==> src/rtl/operand_loader_if.sv <==
// ---------------------------------------------------------------------------
// operand_loader_if
// Bundle between the board-side operand loader and its surrounding logic.
//
//   sw        8  switch value to be captured as an operand
//   btn_load  1  raw push-button, active-high, asynchronous, bouncy
//   A         8  registered operand A for the ALU
//   B         8  registered operand B for the ALU
//   valid     1  A and B both loaded and stable
//   state     2  loader FSM state for LEDs (00 WAIT_A, 01 WAIT_B, 10 READY)
//
// Handshake semantics: there is no back-pressure. valid is a level, not a
// pulse: while valid=1, A and B are guaranteed not to change, so the
// consumer may use them on any cycle. valid rises on the edge that loads B
// and falls on the edge that loads a new A.
// ---------------------------------------------------------------------------
interface operand_loader_if;
    logic [7:0] sw;
    logic       btn_load;
    logic [7:0] A;
    logic [7:0] B;
    logic       valid;
    logic [1:0] state;

    // master: board/test side driving switches and button, observing operands
    modport master (
        output sw,
        output btn_load,
        input  A,
        input  B,
        input  valid,
        input  state
    );

    // slave: the operand loader itself
    modport slave (
        input  sw,
        input  btn_load,
        output A,
        output B,
        output valid,
        output state
    );
endinterface

==> src/rtl/operand_loader.sv <==
// ---------------------------------------------------------------------------
// operand_loader
// Captures operands A and B from the 8 board switches on two successive
// presses of one push-button and presents them, with a valid flag, to the
// bitwise operation blocks. The raw button is synchronised, debounced and
// edge-detected so each accepted press advances the loader exactly once.
//
// Ports:
//   clk    system clock, all state updates on the rising edge
//   reset  synchronous, active-high reset
//   bus    operand_loader_if.slave: sw, btn_load in; A, B, valid, state out
//
// Parameter:
//   DEBOUNCE_CYCLES  consecutive stable cycles needed to accept a new button
//                    level (must be >= 1)
// ---------------------------------------------------------------------------
module operand_loader #(
    parameter int unsigned DEBOUNCE_CYCLES = 1_000_000
) (
    input  logic             clk,
    input  logic             reset,
    operand_loader_if.slave  bus
);

    localparam int unsigned   CW       = $clog2(DEBOUNCE_CYCLES + 1);
    localparam logic [CW-1:0] CNT_LAST = CW'(DEBOUNCE_CYCLES - 1);

    typedef enum logic [1:0] {
        WAIT_A = 2'b00,
        WAIT_B = 2'b01,
        READY  = 2'b10
    } state_t;

    // -----------------------------------------------------------------------
    // Button synchroniser, debouncer and press-edge detector
    // -----------------------------------------------------------------------
    logic          s1_q;
    logic          s2_q;
    logic          deb_q;
    logic          deb_d;
    logic          deb_prev_q;
    logic [CW-1:0] cnt_q;
    logic [CW-1:0] cnt_d;
    logic          press;

    // The count only runs while the synchronised level disagrees with the
    // accepted level; any return to the accepted level restarts it, so the
    // counter can never pass CNT_LAST.
    always_comb begin
        deb_d = deb_q;
        cnt_d = cnt_q;
        if (s2_q == deb_q) begin
            cnt_d = '0;
        end else if (cnt_q == CNT_LAST) begin
            deb_d = s2_q;
            cnt_d = '0;
        end else begin
            cnt_d = cnt_q + CW'(1);
        end
    end

    always_ff @(posedge clk) begin
        if (reset) begin
            s1_q       <= 1'b0;
            s2_q       <= 1'b0;
            deb_q      <= 1'b0;
            deb_prev_q <= 1'b0;
            cnt_q      <= '0;
        end else begin
            s1_q       <= bus.btn_load;
            s2_q       <= s1_q;
            deb_q      <= deb_d;
            deb_prev_q <= deb_q;
            cnt_q      <= cnt_d;
        end
    end

    // One-cycle pulse on the accepted rising level only; releases are ignored.
    assign press = deb_q & ~deb_prev_q;

    // -----------------------------------------------------------------------
    // Operand FSM
    // -----------------------------------------------------------------------
    state_t     state_q;
    state_t     state_d;
    logic [7:0] a_q;
    logic [7:0] a_d;
    logic [7:0] b_q;
    logic [7:0] b_d;
    logic       valid_q;
    logic       valid_d;

    always_comb begin
        state_d = state_q;
        a_d     = a_q;
        b_d     = b_q;
        valid_d = valid_q;
        case (state_q)
            WAIT_A: begin
                if (press) begin
                    a_d     = bus.sw;
                    valid_d = 1'b0;
                    state_d = WAIT_B;
                end
            end
            WAIT_B: begin
                if (press) begin
                    b_d     = bus.sw;
                    valid_d = 1'b1;
                    state_d = READY;
                end
            end
            READY: begin
                // A new A invalidates the pair on the same edge it lands.
                if (press) begin
                    a_d     = bus.sw;
                    valid_d = 1'b0;
                    state_d = WAIT_B;
                end
            end
            default: begin
                // Unused encoding 11: recover without touching the operands.
                state_d = WAIT_A;
                valid_d = 1'b0;
            end
        endcase
    end

    always_ff @(posedge clk) begin
        if (reset) begin
            state_q <= WAIT_A;
            a_q     <= '0;
            b_q     <= '0;
            valid_q <= 1'b0;
        end else begin
            state_q <= state_d;
            a_q     <= a_d;
            b_q     <= b_d;
            valid_q <= valid_d;
        end
    end

    assign bus.A     = a_q;
    assign bus.B     = b_q;
    assign bus.valid = valid_q;
    assign bus.state = state_q;

endmodule

==> src/flat_wrapper.sv <==
// flat-port wrapper written by rule: the top's interface ports become plain ports
module operand_loader_flat 
#(
    parameter int unsigned DEBOUNCE_CYCLES = 1_000_000
)
  (clk, reset, bus_sw, bus_btn_load, bus_A, bus_B, bus_valid, bus_state);
  operand_loader_if bus_i ();
  input  logic clk;
  input  logic reset;
  input wire logic [$bits(bus_i.sw)-1:0] bus_sw;
  input wire logic [$bits(bus_i.btn_load)-1:0] bus_btn_load;
  output wire logic [$bits(bus_i.A)-1:0] bus_A;
  output wire logic [$bits(bus_i.B)-1:0] bus_B;
  output wire logic [$bits(bus_i.valid)-1:0] bus_valid;
  output wire logic [$bits(bus_i.state)-1:0] bus_state;
  assign bus_i.sw = bus_sw;
  assign bus_i.btn_load = bus_btn_load;
  assign bus_A = bus_i.A;
  assign bus_B = bus_i.B;
  assign bus_valid = bus_i.valid;
  assign bus_state = bus_i.state;
  operand_loader #(.DEBOUNCE_CYCLES(DEBOUNCE_CYCLES)) u_core (.clk(clk), .reset(reset), .bus(bus_i));
endmodule
==> config.mk <==
export PLATFORM = sky130hd
export DESIGN_NAME = operand_loader_flat
export DESIGN_NICKNAME = d
export VERILOG_FILES = /design/src/rtl/operand_loader_if.sv /design/src/rtl/operand_loader.sv /design/src/flat_wrapper.sv
export SDC_FILE = /design/constraint.sdc
export NUM_CORES = 1
export LEC_CHECK = 0
export CAP_MARGIN = 20
export CORE_ASPECT_RATIO = 1.2
export CORE_UTILIZATION = 34
export CTS_BUF_LIST = sky130_fd_sc_hd__clkbuf_8
export CTS_CLUSTER_SIZE = 24
export DETAILED_ROUTE_END_ITERATION = 8
export GPL_ROUTABILITY_DRIVEN = 0
export GPL_TIMING_DRIVEN = 0
export SLEW_MARGIN = 20
export SYNTH_ARGS = -nofsm -noshare
export SYNTH_HDL_FRONTEND = slang
export SYNTH_SLANG_ARGS = --single-unit
==> constraint.sdc <==
create_clock -name clk -period 1.6 [get_ports clk]
set_clock_uncertainty 0.2 [all_clocks]
set_input_delay 0.24 -clock clk [delete_from_list [all_inputs] [get_ports clk]]
set_output_delay 0.24 -clock clk [all_outputs]
set_load 0.02 [all_outputs]
# Yosys cells after proc, flatten, opt, wreduce, memory -nomap -nowiden
# Cells that the tools add are included.
dict set report word_totals {
  register_bits 43
  input_bits 11
  elab_cells 32
}
dict set report classes {
  n_addsub 1
  eq_ne 6
  muxes 6
  n_bitwise 3
  n_reduce_logical 7
}
# cell count
set ops {}
lappend ops {{20-bit by 1-bit adder with 20-bit output, second input constant} 1}
lappend ops {{20-bit == test, second input constant} 1}
lappend ops {{2-bit AND reduction} 4}
lappend ops {{2-bit 2-to-1 mux} 2}
lappend ops {{2-bit by 1-bit inequality test with 1-bit output, second input constant} 2}
lappend ops {{2-bit case mux with 2 select lines} 1}
lappend ops {{3-bit OR reduction} 1}
lappend ops {{2-bit by 1-bit == test with 1-bit output, second input constant} 1}
lappend ops {{2-bit == test, second input constant} 1}
lappend ops {{2-bit logical NOT} 1}
lappend ops {{1-bit 2-to-1 mux} 2}
lappend ops {{1-bit NOT} 2}
lappend ops {{1-bit case mux with 2 select lines} 1}
lappend ops {{2-bit OR reduction} 1}
lappend ops {{1-bit AND} 1}
lappend ops {{1-bit == test} 1}

# Logic depth before layout (Yosys ltp)
# Gate-level depths: netlist (run 1).
dict set report logic_depth {
  ltp_word 4
  ltp_mapped 6
}

# Worst setup path before layout (run 1)
# Ideal clock, no wire load.
dict set report synth_path {
  path_kind {register -> register}
  startpoint {reg u_core.cnt_q[0]}
  endpoint {reg u_core.cnt_q[11]}
  setup_ns 0.117
  arrival_ns 1.443
  slack_ns -0.160
  stages_incl_launch_ff 7
  path_buffers 1
  period_less_slack_ns 1.760
  cell_sequence {dfxtp_1 ha_1 and3_1 nand3_1 o21bai_2 buf_2 nor2_1}
}
dict set report synth_between {
  elab_chain_cells 2
}
# item line
set synth_lines {}
lappend synth_lines {{start: declaration} operand_loader.sv:42} ;# logic [CW-1:0] cnt_q;
lappend synth_lines {{start signal: assignment} operand_loader.sv:74} ;# cnt_q <= cnt_d;
lappend synth_lines {{branches (longest 2 deep; another with 20-bit by 1-bit adder with 20-bit output)} --}
# Parallel ways; which one is timed is not known.
# A chain may end at the register's enable or synchronous reset.

# Final worst setup path (run 1)
dict set report layout_path {
  startpoint {reg u_core.cnt_q[13]}
  endpoint {reg u_core.cnt_q[18]}
}
# The elaborated chain is that of the path after synthesis.

==> results.yml, run 1 <==
layout:
  syn_to_final_growth_pct: 44.45
  drive_gt1_frac: 0.2944
  antenna_cells: 0
  num-fill-cells: 463
  num-nets-final: 259
  final_util: 0.5082
timing:
  final_max_slew_viol_count: 0
  fin_tns_setup_ps: -263.7
  rsz0062_at_grt: "yes"
  hold_viol: 0
  tightest_slew_ps: 440.2
  fin_crit_sh: 1.069
  fin_ws_ps: -110.4
  relSlewSlack: 0.7065
  finalCriticalPeriod_ps: 1710
  max_freq_ghz: 0.5847
  setup_viol: 12
die:
  core_region_area_um2: 4905
  initial_utilization: 0.3518
  dieArea_um2: 5365
  io-pin-count: 30
  num_rows: 28
  dieHeight_um: 80.04
  die_w_um: 67.03
power_and_ir_drop:
  power_density_nw_per_um2: 713.4
  p_leak_uw: 0.0009413
  ir_worst_vdd_mv: 0.3563
worst_setup_path:
  crit_type: "flop to flop"
  required_ps: 1640
  endpoint_kind: "flop"
  path_max_fanout: 6
  worstSetupStartpointType: "flop"
  cp_data_arrival_time_ps: 1750
  crit_path_max_incr_delay_ps: 420
  cp_slowest_cell: "or4_4"
  crit_chain: "nand4_4 > or3_4 > or4_4 > a21oi_2"
routing:
  ant_nets: 0
  wirelength_mm: 3.994
  first_pass_iters: 4
  vias: 1528
  drc_errors: 0
  drtIter0Drc: 59
  wl_per_cell_um: 12.97
  viasPerCell: 4.961
cts:
  clk_latency_ps: 300
  clkTransAtPathRegs_ps: 80
  h-tree-depth: 2
  cts_made_buffers: 5
  cts_tree: "yes"
  clock-sinks: 43
  cts_buffer_depth: 2
  clockRootBuffer: "clkbuf_8"
  cts_hold_buf: 0
global_routing:
  grt_pass1_wl_mm: 6.472
  grt_pass1_vias: 1443
  track_usage: 0.1597
  overflow: 0
  grt_start_max_net_pins: 14
  grt_antenna_before_repair: 0
yosys:
  synth_area_um2: 1725
  ys_types: 34
  synth-edff-count: 0
  syn_inst: 192
  syn_avg_cell_area_um2: 8.986
  yosysWarningCount: 0
  synth_seq_cells: 43
  async_flop_share: 0
  ys_seq_area_frac: 0.4989
  syn_nets: 204
  synth_top_flop_cell: "dfxtp_1"
placement:
  place_hpwl_mm: 2.501
  port_buffers: 29
outcome:
  violations: "setup timing"
  outcome: "finished with violations"
run:
  cap_violations: 0
min_path:
  hold_class: "flop to flop"
-- state kept, by name (all words and copies together), names as in the netlist --
| register | count |
|---|---|
| u_core.bus.state | 2 |
| u_core.bus.valid | 1 |
| u_core.s2_q | 1 |
| u_core.bus.A | 8 |
| u_core.deb_q | 1 |
| u_core.bus.B | 8 |
| u_core.cnt_q | 20 |
| u_core.deb_prev_q | 1 |
| u_core.s1_q | 1 |
-- layout make-up --
class / count / area [um2] / area share
well taps: 60 / 75.07 / 0.03012
multi-input cells: 140 / 952.2 / 0.3820
flip-flops and latches: 43 / 904.6 / 0.3630
clock inverters: 3 / 16.27 / 0.006526
repair buffers: 50 / 432.9 / 0.1737
plain buffers: 4 / 30.03 / 0.01205
clock buffers: 5 / 68.82 / 0.02761
inverters: 3 / 12.51 / 0.005020
-- per-stage QoR --
stage / setup WS (ps) / hold slack [ps] / instances / total power (uW) / area (um2)
floorplan: -35.68 / 111.6 / 192 / 1112 / 1764
finish: -110.4 / 244.6 / 308 / 1778 / 2492
CTS: -93.21 / 245.6 / 306 / 1799 / 2424
global route: -136.0 / 266.2 / 308 / 1844 / 2492
detailed placement: -303.0 / 230.4 / 281 / 1148 / 2130
global placement: -300.0 / 238.5 / 281 / 1148 / 2130
-- logic make-up after synthesis --
logic type	Yosys count	synth area share
simple gates	92	0.2770
buf+inv	9	0.02175
compound gates	26	0.08267
flops	43	0.4989
fa+ha+maj	1	0.007250
mux	8	0.04641
xor+xnor	13	0.06599
-- per-layer routing --
| metal | routed length, um | global-route usage | vias up |
|---|---|---|---|
| met5 | 0 | 0 | - |
| met1 | 1764 | 0.1822 | 712 |
| met4 | 89 | 0.05957 | 0 |
| li1 | - | - | 767 |
| met2 | 1940 | 0.2800 | 37 |
| met3 | 201 | 0.03857 | 12 |
-- synth_stat cells (5+ instances only) --
cell	count	area, um2
dfxtp_1	43	860.8
nor2_1	27	101.4
nand2_1	21	78.83
a21oi_1	17	85.08
mux2i_1	8	80.08
nand3_1	8	40.04
xor2_1	7	61.31
o21ai_0	6	30.03
or3_1	6	37.54
xnor2_1	6	52.55
nand4_1	5	31.28
nor2b_1	5	31.28
-- report_power, final --
part	switching [uW]	leakage (uW)	internal, uW	total (uW)
clock	366	0.0000453	299	664
sequential	2.02	0.000357	1060	1060
combinational	25.3	0.000539	31.2	56.5
-- repair_timing --
item	CTS	global route
pin swaps	11	8
resized for setup	51	19
setup buffers	19	1
endpoints found under the setup margin	55	29
gates cloned	0	1
-- cells in the final DEF (no fill, tap or decap), types with 2 or more instances in the layout --
| master | count |
|---|---|
| xor2_1 | 7 |
| and3_2 | 2 |
| nor2_2 | 4 |
| nor2_1 | 20 |
| dfxtp_4 | 10 |
| clkbuf_1 | 2 |
| mux2i_1 | 8 |
| clkdlybuf4s50_1 | 10 |
| nand2_1 | 21 |
| xnor2_1 | 6 |
| inv_1 | 3 |
| dfxtp_1 | 28 |
| a21oi_2 | 3 |
| buf_4 | 19 |
| dlygate4sd2_1 | 18 |
| clkbuf_8 | 5 |
| nand2b_1 | 2 |
| nand4_4 | 2 |
| nor2b_1 | 5 |
| nor2_4 | 4 |
| or3_1 | 6 |
| a21oi_1 | 14 |
| nand4_1 | 5 |
| dfxtp_2 | 5 |
| nand3_1 | 7 |
| o21ai_0 | 6 |
| buf_6 | 4 |
-- worst max-delay path: cells and delay by family (launching register included) --
family | cells | cell delay (ps)
flip-flops | 1 | 400
AO/OA/AOI/OAI | 1 | 130
AND/OR/NAND/NOR | 3 | 920
-- final timing paths --
kind	startpoint	to	slack, ps	cells after the start
worst min register to register	u_core.s1_q	u_core.s2_q	240	1
worst max register to register	u_core.cnt_q[13]	u_core.cnt_q[18]	-110	4
worst max-delay path	u_core.cnt_q[13]	u_core.cnt_q[18]	-110	4
worst min-delay path	u_core.s1_q	u_core.s2_q	240	1
Note: power is estimated with default switching activity, not from simulation.
==> inputs of run 2 (changes only) <==
- CORE_UTILIZATION: 34 -> 30
- GPL_ROUTABILITY_DRIVEN: 0 -> not set
==> run 2 against run 1 <==
Against the previous run: the run still ends with setup timing left; critical path type unchanged; critical path depth stayed put; count of clock-buffer cells in the layout stayed put; final cell count rose by 0.97%; utilization is 4.6 points lower; sequential share of layout area shrank 0.23 points; cell area up 0.35%; worst setup slack improved by 31 ps; flip-flop and latch count is the same; wire length increased by 0.70%; global-route usage shrank 2.0 points.
==> results.yml, run 2 (synthesized netlist as in run 1, its figures left out) <==
worst_setup_path:
  cp_data_arrival_time_ps: 1720
  r2r_slack_ps: -80
  crit_type: "flop to flop"
  path_max_fanout: 5
  required_ps: 1640
  endpoint_kind: "flop"
  worstSetupStartpointType: "flop"
layout:
  regMostFlops: "u_core.cnt_q"
  drive_gt1_frac: 0.2851
  antenna_cells: 0
  largest_reg_flops: 20
  syn_to_final_growth_pct: 44.96
  layout_common_cells: "28 x dfxtp_1, 25 x nor2_1, 20 x nand2_1, 20 x buf_4, 19 x dlygate4sd2_1"
  mostFrequentLayoutCell: "dfxtp_1"
  num-fill-cells: 517
  num-nets-final: 260
cts:
  cts_buffer_depth: 2
  cts_made_buffers: 5
  clock-sinks: 43
  h-tree-depth: 2
  clkTransAtPathRegs_ps: 90
  clk_latency_ps: 300
  cts_tree: "yes"
  cts_hold_buf: 0
  clockRootBuffer: "clkbuf_8"
routing:
  highest_layer: "met4"
  viasPerCell: 4.746
  wl_met1_mm: 1.878
  met2_length_mm: 1.924
  wl_met3_um: 79
  drtIter0Drc: 86
  drc_errors: 0
  vias: 1476
  wl_per_cell_um: 12.93
  ant_nets: 0
  wirelength_mm: 4.022
  first_pass_iters: 4
timing:
  hold_viol: 0
  holdWs_ps: 243.3
  tightest_slew_ps: 450.9
  final_max_slew_viol_count: 0
  max_freq_ghz: 0.5955
  finalCriticalPeriod_ps: 1679
  fin_ws_ps: -79.16
  setup_viol: 18
  fin_crit_sh: 1.049
  rsz0062_at_grt: "yes"
  relSlewSlack: 0.6994
global_routing:
  grt_pass1_vias: 1430
  grt_start_max_net_pins: 15
  track_usage: 0.1396
  grt_antenna_before_repair: 0
  overflow: 0
  grt_pass1_wl_mm: 6.555
run:
  cap_violations: 0
die:
  num_rows: 29
  die_w_um: 71.23
  io-pin-count: 30
  dieArea_um2: 6060
  core_region_area_um2: 5406
  initial_utilization: 0.3191
  dieHeight_um: 85.08
outcome:
  outcome: "finished with violations"
  violations: "setup timing"
power_and_ir_drop:
  power_density_nw_per_um2: 785.3
  p_sw_uw: 412.1
  intPower_uw: 1552
  pwr-share-clk: 0.433
  ir_worst_vdd_mv: 0.4641
  fin_total_pwr_uw: 1964
  power.share.switching: 0.2098
  comb_power_share: 0.027
  p_leak_uw: 0.0009534
  pwr-share-seq: 0.539
placement:
  gp_congestion: 0.7506
  port_buffers: 29
  place_hpwl_mm: 2.643
min_path:
  hold_class: "flop to flop"
[run 2: layer usage]
metal / vias to the layer above / global-route usage
met4: 0 / 0.08364
met2: 21 / 0.2199
met3: 13 / 0.02850
li1: 771 / -
met5: - / 0
met1: 671 / 0.1748
[run 2: power groups by stage]
stage / Combinational (uW) / Clock, uW / Sequential [uW]
final: 53.8 / 851 / 1060
after global routing: 58.1 / 919 / 1060
after CTS: 52.8 / 876 / 1060
after global placement: 51.3 / 0 / 1100
after detailed placement: 51.0 / 0 / 1100
after floorplan: 15.4 / 0 / 1100
[run 2: repair_timing]
item / CTS / global route
resized for setup: 46 / 15
endpoints found under the hold margin: 0 / 0
pin swaps: 10 / 6
setup endpoints to repair: 54 / 28
setup buffers: 16 / 6
[run 2: final timing paths]
kind / from / to / cells past startpoint
min reg2reg: u_core.cnt_q[0] / u_core.cnt_q[0] / 1
max reg2reg: u_core.cnt_q[11] / u_core.cnt_q[18] / 4
min: u_core.cnt_q[0] / u_core.cnt_q[0] / 1
max: u_core.cnt_q[11] / u_core.cnt_q[18] / 4
[run 2: final cells by class]
type / count / area (um2) / share of cell area
plain buffers: 4 / 30.03 / 0.01201
clock buffers: 5 / 68.82 / 0.02751
clock inverters: 3 / 43.79 / 0.01751
inverters: 3 / 15.01 / 0.006003
multi-input cells: 140 / 924.6 / 0.3697
flip-flops and latches: 43 / 902.1 / 0.3607
well taps: 62 / 77.57 / 0.03102
repair buffers: 51 / 439.2 / 0.1756
[run 2: worst max-delay path: stages (launching register included)]
cell        delay (ps)
dfxtp_4            400
clkinvlp_4          90
or3_4              400
or4_1              400
a21oi_1            120
[run 2: stage by stage]
| stage | area [um2] | worst slack [ps] | TNS [ps] | utilization | instances |
|---|---|---|---|---|---|
| CTS | 2414 | -62.21 | -98.68 | 0.4464 | 305 |
| floorplan | 1764 | -35.68 | -47.81 | - | 192 |
| global route | 2501 | -107.7 | -1569 | 0.4626 | 311 |
| detailed placement | 2132 | -331.9 | -5135 | 0.3944 | 283 |
| finish | 2501 | -79.16 | -419.7 | 0.4626 | 311 |
| global placement | 2132 | -272.5 | -4054 | 0.3944 | 283 |
